## src/rtl/stroke_sequencer.sv

```systemverilog
// Walks an external combinational stroke ROM for one glyph and hands out shrunk, offset and
// saturated segments one at a time over a valid/ready handshake.
module stroke_sequencer #(
  parameter int unsigned COORD_W     = 8,
  parameter int unsigned IDX_W       = 5,
  parameter int unsigned MAX_STROKES = 16,
  parameter int unsigned NUM_GLYPHS  = 10,
  parameter int unsigned GLYPH_W     = 4
) (
  input  logic               clk,
  input  logic               rst_n,
  input  logic               start,
  input  logic [GLYPH_W-1:0] glyph,
  input  logic [1:0]         shrink,
  input  logic [COORD_W-1:0] off_x,
  input  logic [COORD_W-1:0] off_y,
  input  logic               abort,
  output logic [GLYPH_W-1:0] rom_glyph,
  output logic [IDX_W-1:0]   rom_idx,
  input  logic [COORD_W-1:0] rom_sx,
  input  logic [COORD_W-1:0] rom_sy,
  input  logic [COORD_W-1:0] rom_ex,
  input  logic [COORD_W-1:0] rom_ey,
  input  logic               rom_pen,
  input  logic               rom_last,
  output logic               seg_valid,
  input  logic               seg_ready,
  output logic [COORD_W-1:0] seg_sx,
  output logic [COORD_W-1:0] seg_sy,
  output logic [COORD_W-1:0] seg_ex,
  output logic [COORD_W-1:0] seg_ey,
  output logic               seg_pen,
  output logic               busy,
  output logic               done,
  output logic               err
);

  typedef enum logic [1:0] {StIdle, StFetch, StEmit, StDone} state_e;

  localparam logic [IDX_W-1:0] LastIdx = IDX_W'(MAX_STROKES - 1);

  state_e             state_q;
  logic [1:0]         shrink_q;
  logic [COORD_W-1:0] off_x_q;
  logic [COORD_W-1:0] off_y_q;
  logic               last_q;
  logic               glyph_ok;

  assign glyph_ok = 32'(glyph) < NUM_GLYPHS;

  // Shift, then add one bit wider so a carry out clamps to full scale.
  function automatic logic [COORD_W-1:0] xform(input logic [COORD_W-1:0] c,
                                               input logic [1:0]         sh,
                                               input logic [COORD_W-1:0] off);
    logic [COORD_W:0] sum;
    sum = {1'b0, c >> sh} + {1'b0, off};
    return sum[COORD_W] ? '1 : sum[COORD_W-1:0];
  endfunction

  always_ff @(posedge clk or negedge rst_n) begin
    if (!rst_n) begin
      state_q   <= StIdle;
      shrink_q  <= '0;
      off_x_q   <= '0;
      off_y_q   <= '0;
      last_q    <= 1'b0;
      rom_glyph <= '0;
      rom_idx   <= '0;
      seg_valid <= 1'b0;
      seg_sx    <= '0;
      seg_sy    <= '0;
      seg_ex    <= '0;
      seg_ey    <= '0;
      seg_pen   <= 1'b0;
      busy      <= 1'b0;
      done      <= 1'b0;
      err       <= 1'b0;
    end else begin
      done <= 1'b0;
      err  <= 1'b0;
      unique case (state_q)
        StIdle: begin
          if (start) begin
            if (glyph_ok) begin
              rom_glyph <= glyph;
              shrink_q  <= shrink;
              off_x_q   <= off_x;
              off_y_q   <= off_y;
              rom_idx   <= '0;
              busy      <= 1'b1;
              state_q   <= StFetch;
            end else begin
              err <= 1'b1;
            end
          end
        end
        StFetch: begin
          seg_sx    <= xform(rom_sx, shrink_q, off_x_q);
          seg_sy    <= xform(rom_sy, shrink_q, off_y_q);
          seg_ex    <= xform(rom_ex, shrink_q, off_x_q);
          seg_ey    <= xform(rom_ey, shrink_q, off_y_q);
          seg_pen   <= rom_pen;
          last_q    <= rom_last || (rom_idx == LastIdx);
          seg_valid <= 1'b1;
          state_q   <= StEmit;
        end
        StEmit: begin
          if (seg_ready) begin
            seg_valid <= 1'b0;
            if (last_q) begin
              done    <= 1'b1;
              state_q <= StDone;
            end else begin
              rom_idx <= rom_idx + 1'b1;
              state_q <= StFetch;
            end
          end
        end
        StDone: begin
          busy    <= 1'b0;
          state_q <= StIdle;
        end
      endcase
      // Abort wins over any handshake or completion in the same cycle.
      if (abort && (state_q != StIdle)) begin
        state_q   <= StIdle;
        seg_valid <= 1'b0;
        busy      <= 1'b0;
        done      <= 1'b0;
      end
    end
  end

endmodule

```

## config.mk

```make
export PLATFORM = sky130hd
export DESIGN_NAME = stroke_sequencer
export DESIGN_NICKNAME = d
export VERILOG_FILES = /design/src/rtl/stroke_sequencer.sv
export SDC_FILE = /design/constraint.sdc
export NUM_CORES = 1
export LEC_CHECK = 0
export ABC_AREA = 1
export BUFFER_PORTS_ARGS = -buffer_cell sky130_fd_sc_hd__buf_2
export CAP_MARGIN = 10
export CORE_MARGIN = 3
export CORE_UTILIZATION = 39
export CTS_CLUSTER_SIZE = 20
export DETAILED_ROUTE_END_ITERATION = 8
export HOLD_SLACK_MARGIN = 0.12
export PLACE_DENSITY = 0.67
export SYNTH_ARGS = -nofsm -noshare
export SYNTH_HDL_FRONTEND = slang
export SYNTH_SLANG_ARGS = --single-unit
```

## constraint.sdc

```tcl
create_clock -name clk -period 2.19 [get_ports clk]
set_input_delay 0.657 -clock clk [delete_from_list [all_inputs] [get_ports clk]]
set_output_delay 0.657 -clock clk [all_outputs]
set_load 0.005 [all_outputs]
```

==> impl_table.tex <==
\begin{tabular}{lr}
\hline
Metric & Value \\
\hline
\multicolumn{2}{l}{\textbf{Outcome}} \\
Outcome & finished, violations left \\
Failing checks & setup timing \\
\multicolumn{2}{l}{\textbf{Routing}} \\
Residual DRC count & 0 \\
Vias per std cell & between 4 and 5 \\
Via total after detailed routing & 4952 \\
WL per Instance & 13.4 um \\
DRT Pass-1 Iters & 4 \\
Total Routed Length & approximately 14000 um \\
Number of nets with antenna violations after detailed routing & 0 \\
1st-iter DRT viols & 239 \\
\multicolumn{2}{l}{\textbf{Yosys}} \\
Synthesized-area fraction occupied by xor and xnor cells & 1.97\% \\
Area fraction in compound gates after synthesis & 10.2\% \\
Fraction of synthesis flops using an asynchronous set or reset pin & 100\% \\
Dominant combinational cell family by area after synthesis & simple AND/OR/NAND/NOR gates \\
Flops \& latches, synth & 67 \\
Combined area of all synthesized cells & 0.00489 sq mm \\
Post-Syn Instances & 703 \\
Number of enable-type register cells in the synthesized netlist & 0 \\
Post-synthesis area per instance & between 6 and 7 sq um \\
Portion of the post-synthesis area used by sequential elements & 34.3\% \\
Count of synthesis-stage warnings from yosys & 0 \\
Multiplexer share of the synthesized area & 2.45\% \\
Distinct cells, synth & 32 \\
Area share of and/or/nand/nor cells after synthesis & 31.2\% \\
Number of nets in the synthesized netlist & 802 \\
Top flip-flop cell by instance count after synthesis & dfrtp\_1 \\
Share of synthesized cell area in full adder, half adder and majority cells & 10.3\% \\
\multicolumn{2}{l}{\textbf{GRT}} \\
Antenna violations before repair & 1 \\
Congestion Overflow GR & 0 \\
Largest net degree at the start of global routing & 68 \\
Wire length of the first global-routing pass & 23200 um \\
Vias in the first global route & 4762 \\
Total global routing track utilization & 20.8\% \\
\multicolumn{2}{l}{\textbf{Worst setup path}} \\
Required time reported for the critical path endpoint & 2.42 ns \\
Worst Reg-to-Reg Cells & 13 \\
Endpoint arrival time on the critical path & 2.63 ns \\
Cell with the most instances on the worst path & nand2\_2 \\
Slowest cell on the critical path & dfrtp\_2 \\
Beginning of the worst register-to-register path & shrink\_q[0] \\
Timing endpoint of the critical path & seg\_ex[7] \\
Launching element of the worst setup path & shrink\_q[0] \\
End of the worst register-to-register path & seg\_ex[7] \\
Biggest cell delay along the critical path & 0.47 ns \\
CP top delay family & simple AND/OR/NAND/NOR gates \\
Crit path buf inv count & 1 \\
Worst setup EP type & flip-flop \\
Setup crit start kind & flip-flop \\
Type of the setup path with the least slack & flip-flop to flip-flop \\
Peak fanout along the critical path & 8 \\
Total stage count of the critical path & 13 \\
Cell-by-cell listing of the critical path & buf\_12, mux2i\_4, a22oi\_2, ha\_2, fa\_2, nand2\_2, nand2\_2, nand2\_4, nor2\_4, nor2\_4, nand2\_2, nor2\_2, nor2\_1 \\
Flop2flop setup slack & -0.21 ns \\
\multicolumn{2}{l}{\textbf{Timing}} \\
Final Max Slew Viols & 0 \\
Post-route fraction of the period consumed by the critical path & 109\% \\
RSZ-0062 raised after global routing & true \\
Setup violations, final & 32 \\
Crit path setup slack, layout & -0.208 ns \\
Worst Clk Skew & $\sim$0.0075 ns \\
Number of endpoints with negative hold slack in the final report & 0 \\
Post-route setup TNS & -4.28 ns \\
Time the worst path needs with I/O delays and setup & 2.40 ns \\
Tightest slew margin relative to the limit & around two thirds \\
Maximum clock rate & 417 MHz \\
Slew @ Worst Pin & 0.481 ns \\
\multicolumn{2}{l}{\textbf{CTS}} \\
TritonCTS clock tree & done \\
Max Buffers Root-to-Sink & 2 \\
Number of CTS-inserted buffers & 9 \\
Worst skew pair latency & 0.34 ns \\
Clock slew at the register clock pins of the worst setup and hold paths & 0.06 ns \\
CTS Root Cell & clkbuf\_16 \\
Level count of the clock H-tree & 3 \\
TritonCTS Sinks & 67 \\
\multicolumn{2}{l}{\textbf{Finish}} \\
Growth of design area from synthesis to finish & 40.8\% \\
Inserted Diodes & 0 \\
Layout fillers & approximately 1200 \\
Total number of nets in the final design & roughly 970 \\
Layout cells sized above 1 & 33.2\% \\
Post-route insts no fill & 1048 \\
\multicolumn{2}{l}{\textbf{Floorplan}} \\
Count of boundary I/O pins & approximately 110 \\
Chip Height & 118 um \\
Starting density of the core & 40.2\% \\
Area of the die & 0.0139 sq mm \\
Placeable core region & approximately 0.012 sq mm \\
Die X-Extent & 118 um \\
Number of rows created at floorplan & 40 \\
\multicolumn{2}{l}{\textbf{Power}} \\
Fraction of power spent switching nets & between 40 and 50\% \\
Leakage & 0.00369 uW \\
Part of the power in the clock network & between 10 and 15\% \\
Power Density & 1840 mW/mm\^{}2 \\
Internal power & a little over 7000 uW \\
VDD IR-drop max & between 900 and 1000 uV \\
Sw power & roughly 5600 uW \\
Relative contribution of combinational cells to total power & 68.1\% \\
Sequential power share & a little under a fifth \\
\multicolumn{2}{l}{\textbf{Placed design}} \\
Sum of net half-perimeters after detailed placement & 10200 um \\
Number of cells in the design after placement & 1020 \\
Port Buffer Count & around 110 \\
Final weighted congestion of routability-driven global placement & 0.844 \\
\multicolumn{2}{l}{\textbf{Min path}} \\
Path category of the worst min-delay check & input port to async pin \\
\multicolumn{2}{l}{\textbf{Run}} \\
Max-cap violations & 0 \\
\hline
\end{tabular}
-- how the worst min path moves through the flow --
stage                          from   endpoint  slack, ns  cells after the start
after global routing          rst_n  seg_sy[2]       0.36                      2
final                         rst_n  seg_sy[2]       0.33                      2
after floorplan               rst_n       busy       0.36                      0
after global placement    seg_ex[4]  seg_ex[4]       0.46                      2
after detailed placement  seg_ex[4]  seg_ex[4]       0.46                      2
after CTS                     rst_n  seg_sy[2]       0.34                      2
-- registers in the layout, summed over array words and instances, names as in the netlist, 4 cells and up --
name,cells
off_x_q,8
off_y_q,8
rom_glyph,4
rom_idx,5
seg_ex,8
seg_ey,8
seg_sx,8
seg_sy,8
-- power by group through the flow --
stage          registers, uW  logic (uW)  clock network [uW]
2_1_floorplan           2190        4720                   0
3_3_place_gp            2260        7180                   0
3_5_place_dp            2270        7260                   0
4_1_cts                 2280        8070                1800
5_1_grt                 2360        9700                1860
6_report                2290        8610                1750
-- cell usage after synthesis, types with 2 or more instances --
master,count,area [sq um]
buf_2,7,35.0
dfrtp_1,67,1680
nand3_1,37,185
buf_4,3,22.5
nand2_1,203,762
mux2i_1,12,120
nor2_2,2,12.5
xnor2_1,10,87.6
a21oi_1,21,105
nor2_4,2,22.5
ha_1,34,425
o21ai_1,20,100
fa_1,4,80.1
o21ai_0,44,220
a22oi_1,8,60.1
or2_2,11,68.8
nor2_1,90,338
nand3b_1,5,37.5
buf_1,2,7.51
nor3_1,6,30.0
clkbuf_1,7,26.3
nor3b_2,3,37.5
inv_1,96,360
-- cell usage in the layout, fill, tap and decap left out, types with 7 or more instances in the layout --
cell type	netlist	routed
nand2_1	203	181
nand2_2	0	16
or2_2	11	7
clkbuf_16	0	9
a21oi_1	21	17
mux2i_1	12	7
nor2_1	90	76
ha_1	34	31
nand3_1	37	28
o21ai_1	20	34
buf_4	3	62
nor2_2	2	14
buf_2	7	106
xnor2_1	10	10
nand3_2	0	9
inv_1	96	94
dfrtp_1	67	66
o21ai_0	44	25
buf_6	1	7
-- metal layers --
| layer | up-vias | global-route usage [%] | wire length [um] |
|---|---|---|---|
| li1 | 2585 | - | - |
| met1 | 2226 | 26.9 | 6430 |
| met2 | 123 | 32.8 | 6430 |
| met3 | 16 | 7.54 | 926 |
| met4 | 2 | 5.42 | 223 |
| met5 | - | 0 | 7 |
-- cells by family after synthesis --
kind of cell | count (synthesis)
mux | 12
xor+xnor | 11
buf+inv | 118
compound gates | 95
fa+ha+maj | 38
simple gates | 362
flops | 67
-- final cells by class --
class | instances | area, sq um | area share [%]
flip-flops and latches | 67 | 1680 | 24.4
clock buffers | 11 | 253 | 3.67
well taps | 168 | 210 | 3.05
inverters | 98 | 368 | 5.34
clock inverters | 5 | 108 | 1.56
repair buffers | 181 | 1210 | 17.6
multi-input cells | 518 | 3060 | 44.4
-- metrics by stage --
stage               total power (uW)  hold slack (ns)  setup WS, ns  utilization (%)  area [sq um]
CTS                            12200            0.343        -0.165             55.5          6750
global placement                9450            0.459        -0.359             49.7          6050
detailed placement              9530            0.460        -0.383             49.7          6050
finish                         12700            0.327        -0.208             56.7          6890
global route                   13900            0.357        -0.328             56.7          6890
floorplan                       6910            0.361      -0.00466                -          4910
-- repair_timing --
item                                    in CTS  in global routing
pin swaps                                   30                 17
buffers inserted                             6                  4
resized for setup                           67                 49
hold buffers                                 0                  0
endpoints found under the setup margin      32                 32
gates cloned                                 3                  0
No activity file was read; power rests on OpenSTA's default activity.
